`src/rtl/uart_link_arbiter.sv`:
```
// uart_link_arbiter: shares one UART command link among NUM_REQ requesters.
// A round-robin grant picks a requester, its byte is sent, and the echo from
// the far side is checked. A timeout, mismatch or parity error causes a retry.
// After MAX_RETRIES extra attempts the requester gets a nack and the saturating
// error counter increments.
module uart_link_arbiter #(
  parameter int NUM_REQ        = 3,
  parameter int TIMEOUT_CYCLES = 240000,
  parameter int MAX_RETRIES    = 3
) (
  input  logic                       clk,
  input  logic                       reset_n,
  input  logic [NUM_REQ-1:0]         req,
  input  logic [8*NUM_REQ-1:0]       req_data,
  output logic [NUM_REQ-1:0]         ack,
  output logic [NUM_REQ-1:0]         nack,
  output logic                       start_tx,
  output logic [7:0]                 data_to_tx,
  input  logic                       tx_busy,
  input  logic [7:0]                 data_received,
  input  logic                       rx_done,
  input  logic                       parity_error,
  output logic                       busy,
  output logic [$clog2(NUM_REQ)-1:0] active_id,
  output logic [7:0]                 err_count
);

  localparam int ID_W = $clog2(NUM_REQ);
  localparam int TW   = $clog2(TIMEOUT_CYCLES);
  localparam int RW   = $clog2(MAX_RETRIES + 2);

  localparam logic [TW-1:0]   TIMER_LAST = TW'(TIMEOUT_CYCLES - 1);
  localparam logic [RW-1:0]   RETRY_LAST = RW'(MAX_RETRIES);
  localparam logic [ID_W-1:0] ID_LAST    = ID_W'(NUM_REQ - 1);
  localparam logic [ID_W:0]   NUM_REQ_W  = (ID_W+1)'(NUM_REQ);

  typedef enum logic [1:0] {
    IDLE,
    TX_START,
    TX_WAIT,
    ECHO_WAIT
  } state_e;

  state_e            state_q, state_d;
  logic [TW-1:0]     timer_q, timer_d;
  logic [RW-1:0]     retryCnt_q, retryCnt_d;
  logic [ID_W-1:0]   activeId_q, activeId_d;
  logic [ID_W-1:0]   lastGrant_q, lastGrant_d;
  logic [7:0]        txData_q, txData_d;
  logic [NUM_REQ-1:0] ack_q, ack_d;
  logic [NUM_REQ-1:0] nack_q, nack_d;
  logic              startTx_q, startTx_d;
  logic              busy_q, busy_d;
  logic [7:0]        errCnt_q, errCnt_d;

  logic [ID_W:0]      rotAmt;
  logic [NUM_REQ-1:0] reqRot;
  logic [ID_W-1:0]    grantOff;
  logic [ID_W:0]      grantSum;
  logic [ID_W-1:0]    grantIdx;
  logic               grantValid;
  logic [7:0]         grantByte;
  logic               echoGood;
  logic               failAttempt;

  // Round-robin pick: rotate req so the requester after lastGrant sits at bit 0,
  // take the lowest set bit, then map the offset back to an absolute index.
  always_comb begin
    rotAmt     = {1'b0, lastGrant_q} + (ID_W+1)'(1);
    reqRot     = NUM_REQ'({req, req} >> rotAmt);
    grantValid = |reqRot;
    grantOff   = '0;
    for (int j = NUM_REQ - 1; j >= 0; j--) begin
      if (reqRot[j]) begin
        grantOff = ID_W'(j);
      end
    end
    grantSum = rotAmt + {1'b0, grantOff};
    if (grantSum >= NUM_REQ_W) begin
      grantSum = grantSum - NUM_REQ_W;
    end
    grantIdx  = grantSum[ID_W-1:0];
    grantByte = '0;
    for (int i = 0; i < NUM_REQ; i++) begin
      if (grantIdx == ID_W'(i)) begin
        grantByte = req_data[8*i +: 8];
      end
    end
  end

  // Next-state logic: transaction sequencing, echo check, retry and reporting.
  always_comb begin
    state_d     = state_q;
    timer_d     = timer_q;
    retryCnt_d  = retryCnt_q;
    activeId_d  = activeId_q;
    lastGrant_d = lastGrant_q;
    txData_d    = txData_q;
    ack_d       = '0;
    nack_d      = '0;
    errCnt_d    = errCnt_q;
    failAttempt = 1'b0;
    echoGood    = rx_done && !parity_error && (data_received == txData_q);

    case (state_q)
      IDLE: begin
        // The cycle carrying an ack/nack pulse is skipped so the finished
        // requester has time to drop req before the next arbitration.
        if (grantValid && (ack_q == '0) && (nack_q == '0)) begin
          activeId_d = grantIdx;
          txData_d   = grantByte;
          retryCnt_d = '0;
          timer_d    = '0;
          state_d    = TX_START;
        end
      end
      TX_START: begin
        if (tx_busy) begin
          timer_d = '0;
          state_d = TX_WAIT;
        end else if (timer_q == TIMER_LAST) begin
          failAttempt = 1'b1;
        end else begin
          timer_d = timer_q + TW'(1);
        end
      end
      TX_WAIT: begin
        if (!tx_busy) begin
          timer_d = '0;
          state_d = ECHO_WAIT;
        end
      end
      ECHO_WAIT: begin
        // A valid echo wins over a timeout landing in the same cycle.
        if (echoGood) begin
          ack_d       = NUM_REQ'(1) << activeId_q;
          lastGrant_d = activeId_q;
          state_d     = IDLE;
        end else if (rx_done || (timer_q == TIMER_LAST)) begin
          failAttempt = 1'b1;
        end else begin
          timer_d = timer_q + TW'(1);
        end
      end
      default: begin
        state_d = IDLE;
      end
    endcase

    if (failAttempt) begin
      if (retryCnt_q < RETRY_LAST) begin
        retryCnt_d = retryCnt_q + RW'(1);
        timer_d    = '0;
        state_d    = TX_START;
      end else begin
        nack_d      = NUM_REQ'(1) << activeId_q;
        lastGrant_d = activeId_q;
        if (errCnt_q != 8'hFF) begin
          errCnt_d = errCnt_q + 8'd1;
        end
        state_d = IDLE;
      end
    end

    startTx_d = (state_d == TX_START);
    busy_d    = (state_d != IDLE);
  end

  // State and registered outputs; reset abandons any byte in flight.
  always_ff @(posedge clk or negedge reset_n) begin
    if (!reset_n) begin
      state_q     <= IDLE;
      timer_q     <= '0;
      retryCnt_q  <= '0;
      activeId_q  <= '0;
      lastGrant_q <= ID_LAST;
      txData_q    <= '0;
      ack_q       <= '0;
      nack_q      <= '0;
      startTx_q   <= 1'b0;
      busy_q      <= 1'b0;
      errCnt_q    <= '0;
    end else begin
      state_q     <= state_d;
      timer_q     <= timer_d;
      retryCnt_q  <= retryCnt_d;
      activeId_q  <= activeId_d;
      lastGrant_q <= lastGrant_d;
      txData_q    <= txData_d;
      ack_q       <= ack_d;
      nack_q      <= nack_d;
      startTx_q   <= startTx_d;
      busy_q      <= busy_d;
      errCnt_q    <= errCnt_d;
    end
  end

  assign ack        = ack_q;
  assign nack       = nack_q;
  assign start_tx   = startTx_q;
  assign data_to_tx = txData_q;
  assign busy       = busy_q;
  assign active_id  = activeId_q;
  assign err_count  = errCnt_q;

endmodule

```
`config.mk`:
```
export PLATFORM = sky130hd
export DESIGN_NAME = uart_link_arbiter
export DESIGN_NICKNAME = d
export VERILOG_FILES = /design/src/rtl/uart_link_arbiter.sv
export SDC_FILE = /design/constraint.sdc
export NUM_CORES = 1
export LEC_CHECK = 0
export BUFFER_PORTS_ARGS = -buffer_cell sky130_fd_sc_hd__buf_2
export CAP_MARGIN = 20
export CORE_MARGIN = 2
export CORE_UTILIZATION = 55
export DETAILED_ROUTE_END_ITERATION = 12
export PLACE_DENSITY = 0.8
export SYNTH_ARGS = -nofsm -noshare
export SYNTH_HDL_FRONTEND = slang
export SYNTH_SLANG_ARGS = --single-unit
```
`constraint.sdc`:
```
create_clock -name clk -period 4.2 [get_ports clk]
set_input_delay 0.63 -clock clk [delete_from_list [all_inputs] [get_ports clk]]
set_output_delay 0.63 -clock clk [all_outputs]
set_load 0.005 [all_outputs]
```
---- After elaboration in Yosys (flattened, before gate mapping) ----
Index checks and enable logic that the tools add are counted.
cells by class
  bitwise logic cells ..................... 1
  shift-type cells ........................ 2
  add/subtract/negate cells ............... 6
  order comparisons ....................... 2
  muxes and demuxes ....................... 40
  reductions and logical operators ........ 14
  equal/unequal tests ..................... 9
operators by type and width
  operator                                                               number
  18-bit 2-to-1 mux                                                      8
  18-bit case mux with 4 select lines                                    1
  2-bit 2-to-1 mux                                                       13
  3-bit 2-to-1 mux                                                       8
  8-bit 2-to-1 mux                                                       3
  18-bit by 1-bit adder with 18-bit output, second input constant        1
  18-bit == test, second input constant                                  1
  8-bit by 1-bit adder with 8-bit output, second input constant          1
  8-bit == test                                                          1
  8-bit inequality test, second input constant                           1
  2-bit case mux with 4 select lines                                     1
  2-bit by 1-bit == test with 1-bit output, second input constant        3
  2-bit == test, second input constant                                   3
  3-bit logical NOT                                                      2
  6-bit by 3-bit >> shifter with 3-bit output                            1
  1-bit 2-to-1 mux                                                       5
  1-bit logical AND                                                      4
  2-bit logical NOT                                                      2
  2-bit by 1-bit adder with 3-bit output, second input constant          1
  3-bit by 1-bit adder with 3-bit output, second input constant          1
  3-bit by 2-bit adder with 3-bit output                                 1
  3-bit by 2-bit >= comparator with 1-bit output, second input constant  1
  3-bit by 2-bit < comparator with 1-bit output, second input constant   1
  3-bit AND reduction                                                    1
  9 further kinds                                                        9
word-level totals
  word-level logic and storage cells ...... 85
  input bits .............................. 40
  output and inout bits ................... 26
  flip-flop bits (word level) ............. 51

---- Depth between registers and ports, before layout ----
  word-level depth ........................ 12
  gate-level depth with buffers ........... 16
  gate-level depth less buffers ........... 13

---- Least setup slack after synthesis ----
OpenSTA, ideal clock, no wires.
  kind .................................... in2reg
  start point ............................. input req[0]
  end point ............................... register txData_q[0], in the netlist data_to_tx[0]
  required time ........................... 4117 ps
  stages on the path ...................... 14
  path slack .............................. 910 ps
  setup time .............................. 83 ps
  data arrival time ....................... 3207 ps
  buffers on the path ..................... 2
  cell sequence ........................... nor2_1 and3_1 a311oi_1 ha_1 inv_1 fa_1 ha_1 or2_2 o22ai_1 buf_2 and2_1 buf_1 a21oi_1 o21ai_0
on the way
  word-level cells in the longest chain between the ends .. 11
  elaborated cells on any way between the ends .. 18
  classes of those cells .................. add/sub: 2; order compare: 1; eq/ne: 2; shift: 1; mux: 7; reduce/logical: 5
RTL lines
  what                                                                                RTL line  text
  start: declaration                                                                  13        input logic [NUM_REQ-1:0] req,
  6-bit by 3-bit >> shifter with 3-bit output *                                       70        reqRot = NUM_REQ'({req, req} >> rotAmt);
  2-bit 2-to-1 mux (3 in a row)                                                       74        if (reqRot[j]) begin
  3-bit by 2-bit adder with 3-bit output                                              78        grantSum = rotAmt + {1'b0, grantOff};
  3-bit by 2-bit >= comparator with 1-bit output or 2-bit subtractor (tied branches)  79, 80
  2-bit 2-to-1 mux                                                                    79        if (grantSum >= NUM_REQ_W) begin
  2-bit logical NOT                                                                   85        if (grantIdx == ID_W'(i)) begin
  8-bit 2-to-1 mux (3 in a row)                                                       85
  end signal: assignment                                                              189       txData_q <= txData_d;
  end: declaration                                                                    49        logic [7:0] txData_q, txData_d;
Mark *: on every way between the ends. The rest lies on a longest branch, timed or not.
A chain may end at the register's enable or synchronous reset.

---- Worst setup path in the final report ----
  start point ............................. register lastGrant_q[0]
  end point ............................... register txData_q[6], in the netlist data_to_tx[6]
on the way
  word-level cells in the longest chain between the ends .. 12
  elaborated cells on any way between the ends .. 19
  classes of those cells .................. add/sub: 3; order compare: 1; eq/ne: 2; shift: 1; mux: 7; reduce/logical: 5
RTL lines
  what                                                                                RTL line  text
  start: declaration                                                                  48        logic [ID_W-1:0] lastGrant_q, lastGrant_d;
  start signal: assignment                                                            188       lastGrant_q <= lastGrant_d;
  2-bit by 1-bit adder with 3-bit output *                                            69        rotAmt = {1'b0, lastGrant_q} + (ID_W+1)'(1);
  6-bit by 3-bit >> shifter with 3-bit output                                         70
  2-bit 2-to-1 mux (3 in a row)                                                       74
  3-bit by 2-bit adder with 3-bit output                                              78
  3-bit by 2-bit >= comparator with 1-bit output or 2-bit subtractor (tied branches)  79, 80
  2-bit 2-to-1 mux                                                                    79
  2-bit logical NOT                                                                   85
  8-bit 2-to-1 mux (3 in a row)                                                       85
Marks and branches as above.

==> flow_summary_export.csv <==
group,metric,value,unit
status,status,"finished clean",
cts,cts_root_buf,"clkbuf_8",
worst_setup_path,cp_slowest_stage_delay,0.49,ns
cells_and_area,n_antenna_cell,0,
timing,rsz0062_at_grt,"false",
logic_synthesis,async_flop_share,100,%
worst_setup_path,crit_chain,"nor2_1 > and3_1 > a311oi_1 > ha_1 > inv_1 > fa_1 > ha_1 > or2_2 > nor3_1 > a21o_1 > and2_1 > a21oi_1 > o21ai_0",
logic_synthesis,synth_top_area_share,39.5,%
pwr,power_density,532,nW/um^2
pwr,peakVddDrop,522,uV
cells_and_area,post_route_cells_drive_above_1_share,23.8,%
route,drtIter0Drc,176,
logic_synthesis,seq_area_frac_synth,40.3,%
logic_synthesis,synth-edff-count,0,
pwr,p_leak,1.74,nW
die,rows,27,
cts,post_cts_buffers,0,
worst_setup_path,cp_common_cell,"ha_1",
timing,finalHoldViolCount,0,
worst_setup_path,end_kind,"flop",
worst_setup_path,cp_max_fo,10,
grt,grt_start_max_net_pins,52,
logic_synthesis,synthMostInstantiatedCell,"dfrtp_1",
logic_synthesis,yosysWarnings,0,
grt,grtUsageTotal,23.7,%
logic_synthesis,yosys-top-cells-count,"50 x dfrtp_1, 37 x nand2_1, 36 x nor2_1",
cts,cts_hold_buf,0,
die,core,5540,um^2
die,fp.dieH,79.9,um
cts,cts_sinks,51,
logic_synthesis,synth_area,3170,um^2
worst_setup_path,crit_buf_inv,1,
timing,tightestPinTransition,0.858,ns
route,firstDrtPassIters,4,
placement,io_buffers,65,
cts,clock_path_buffers,2,
worst_hold_path,min_path_type,"input pin to asynchronous set/reset pin",
die,io_pins,66,
cts,cts_tree,"done",
cells_and_area,fillers,454,
cells_and_area,area_growth_syn_to_layout,15.0,%
logic_synthesis,yosys_register_bits,51,
timing,fin_tns_setup,0,ns
timing,fin_worst_skew,0.0114,ns
timing,finalCritPeriodShare,80.2,%
logic_synthesis,syn_nets,394,
logic_synthesis,synth_area_leader_cell,"dfrtp_1",
cts,cts_resized,0,
die,dieArea,6380,um^2
timing,min_period,3.37,ns
cells_and_area,final_nets,456,
worst_setup_path,cp_slowest_cell,"dfrtp_1",
job,drv_cap,0,
logic_synthesis,yosys-top-cells-area,"dfrtp_1 39%, nand2_1 4.4%, a21oi_1 4.3%",
worst_setup_path,path_class,"flop to flop",
route,vias,2859,
route,wirelength,7210,um
route,drc_errors,0,
die,initial_core_util,57.2,%
route,final_antenna_net_count,0,
cts,htreeDepth,2,
worst_setup_path,cp_top_family,"simple AND/OR/NAND/NOR gates",
placement,gp_congestion,0.886,
cts,clkLatencyLatePin,0.31,ns
placement,hpwl,5370,um
route,wl_per_cell,14.9,um
logic_synthesis,syn_inst,348,
worst_setup_path,cp-start-kind,"flop",
grt,grt_first_pass_wirelength,12000,um
grt,grt_overflow,0,
cells_and_area,instances_no_fill,483,
pwr,p_total,0.00194,W
grt,grt_pass1_vias,2662,
logic_synthesis,synthFlopType,"dfrtp_1",
placement,dp.cells,474,
grt,grt_antenna_before_repair,0,
cts,clkTransAtPathRegs,0.10,ns
timing,slew_violations,0,
worst_setup_path,arrival,3.59,ns
logic_synthesis,avgSynthCellArea,9.10,um^2
logic_synthesis,synth.distinct_cells,66,
cts,cts_made_buffers,5,
timing,max_freq,297,MHz
timing,maxSlewHeadroom,42.8,%
worst_setup_path,worstPathRequired,4.43,ns
timing,finalSetupViolations,0,
route,routed_via_density,5.92,
die,chipWidth,79.9,um
==> per-layer routing <==
metal | global-route usage [%] | vias to the layer above | share of wire [%] | wire length (um)
met2 | 38.4 | 93 | 48 | 3460
met1 | 31.3 | 1362 | 44 | 3210
met4 | 6.61 | 0 | 1.5 | 108
li1 | - | 1393 | - | -
met3 | 6.22 | 11 | 6.0 | 436
met5 | 0 | - | 0 | 0
==> layout make-up <==
type	count	area, um^2	area share [%]
clock buffer	7	86.3	2.37
multi-input combinational	276	1790	49.0
timing repair buffer	69	368	10.1
sequential	51	1280	35.1
clock inverter	1	8.76	0.240
tap	72	90.1	2.47
inverter	7	26.3	0.721
==> registers in the layout (all words and copies together) (netlist names) <==
| signal | flops |
|---|---|
| timer_q | 18 |
| data_to_tx | 8 |
| err_count | 8 |
| ack | 3 |
| nack | 3 |
| retryCnt_q | 3 |
| active_id | 2 |
| lastGrant_q | 2 |
| state_q | 2 |
| busy | 1 |
| start_tx | 1 |
==> cells by family after synthesis <==
family	share of synthesized area (%)
AO/OA/AOI/OAI	18.7
multiplexers	4.90
AND/OR/NAND/NOR	25.5
flip-flops	40.3
XOR/XNOR	4.42
adder cells (fa/ha/maj)	2.61
buffers and inverters	3.51
==> per-stage QoR <==
step                instance area [um^2]  hold WS [ns]  util (%)  setup slack, ns
floorplan                           3170         0.334         -            0.910
CTS                                 3620         0.493      65.4            0.825
finish                              3640         0.260      65.8            0.833
global placement                    3530         0.468      63.7            0.752
global route                        3640         0.276      65.8            0.513
detailed placement                  3530         0.478      63.7            0.586
==> worst register-to-register path, stage by stage (launching register included) <==
cell      delay [ns]
dfrtp_1         0.49
nor2_1          0.10
and3_1          0.20
a311oi_1        0.26
ha_1            0.19
inv_1           0.05
fa_1            0.47
ha_1            0.22
or2_2           0.32
nor3_1          0.15
a21o_1          0.27
and2_1          0.32
a21oi_1         0.11
o21ai_0         0.15
==> layout by cell type, fill, tap and decap left out, drive strengths merged, types with 7 or more instances in the layout <==
master,count
nand2,37
nor2,36
inv,8
clkbuf,7
mux2i,11
a31oi,7
o21ai,23
buf,69
nand3,16
dfrtp,50
xor2,15
a21oi,27
nor3,11
==> power by group <==
part	leakage (nW)	internal, W	switching (W)
logic	1.01	0.000391	0.000537
registers	0.684	0.000577	0.000133
clock network	0.0489	0.000136	0.000165
total	1.74	0.00110	0.000835
==> path summary, 6_finish.rpt <==
path	cells past startpoint	end	slack (ns)	startpoint
max	13	data_to_tx[6]	0.83	lastGrant_q[0]
min	1	timer_q[13]	0.26	reset_n
max reg2reg	13	data_to_tx[6]	0.83	lastGrant_q[0]
min reg2reg	1	err_count[4]	0.49	err_count[4]
max in group asynchronous	2	lastGrant_q[1]	3.34	reset_n
min in group clk	1	err_count[4]	0.49	err_count[4]
No activity file was read; power rests on OpenSTA's default activity.
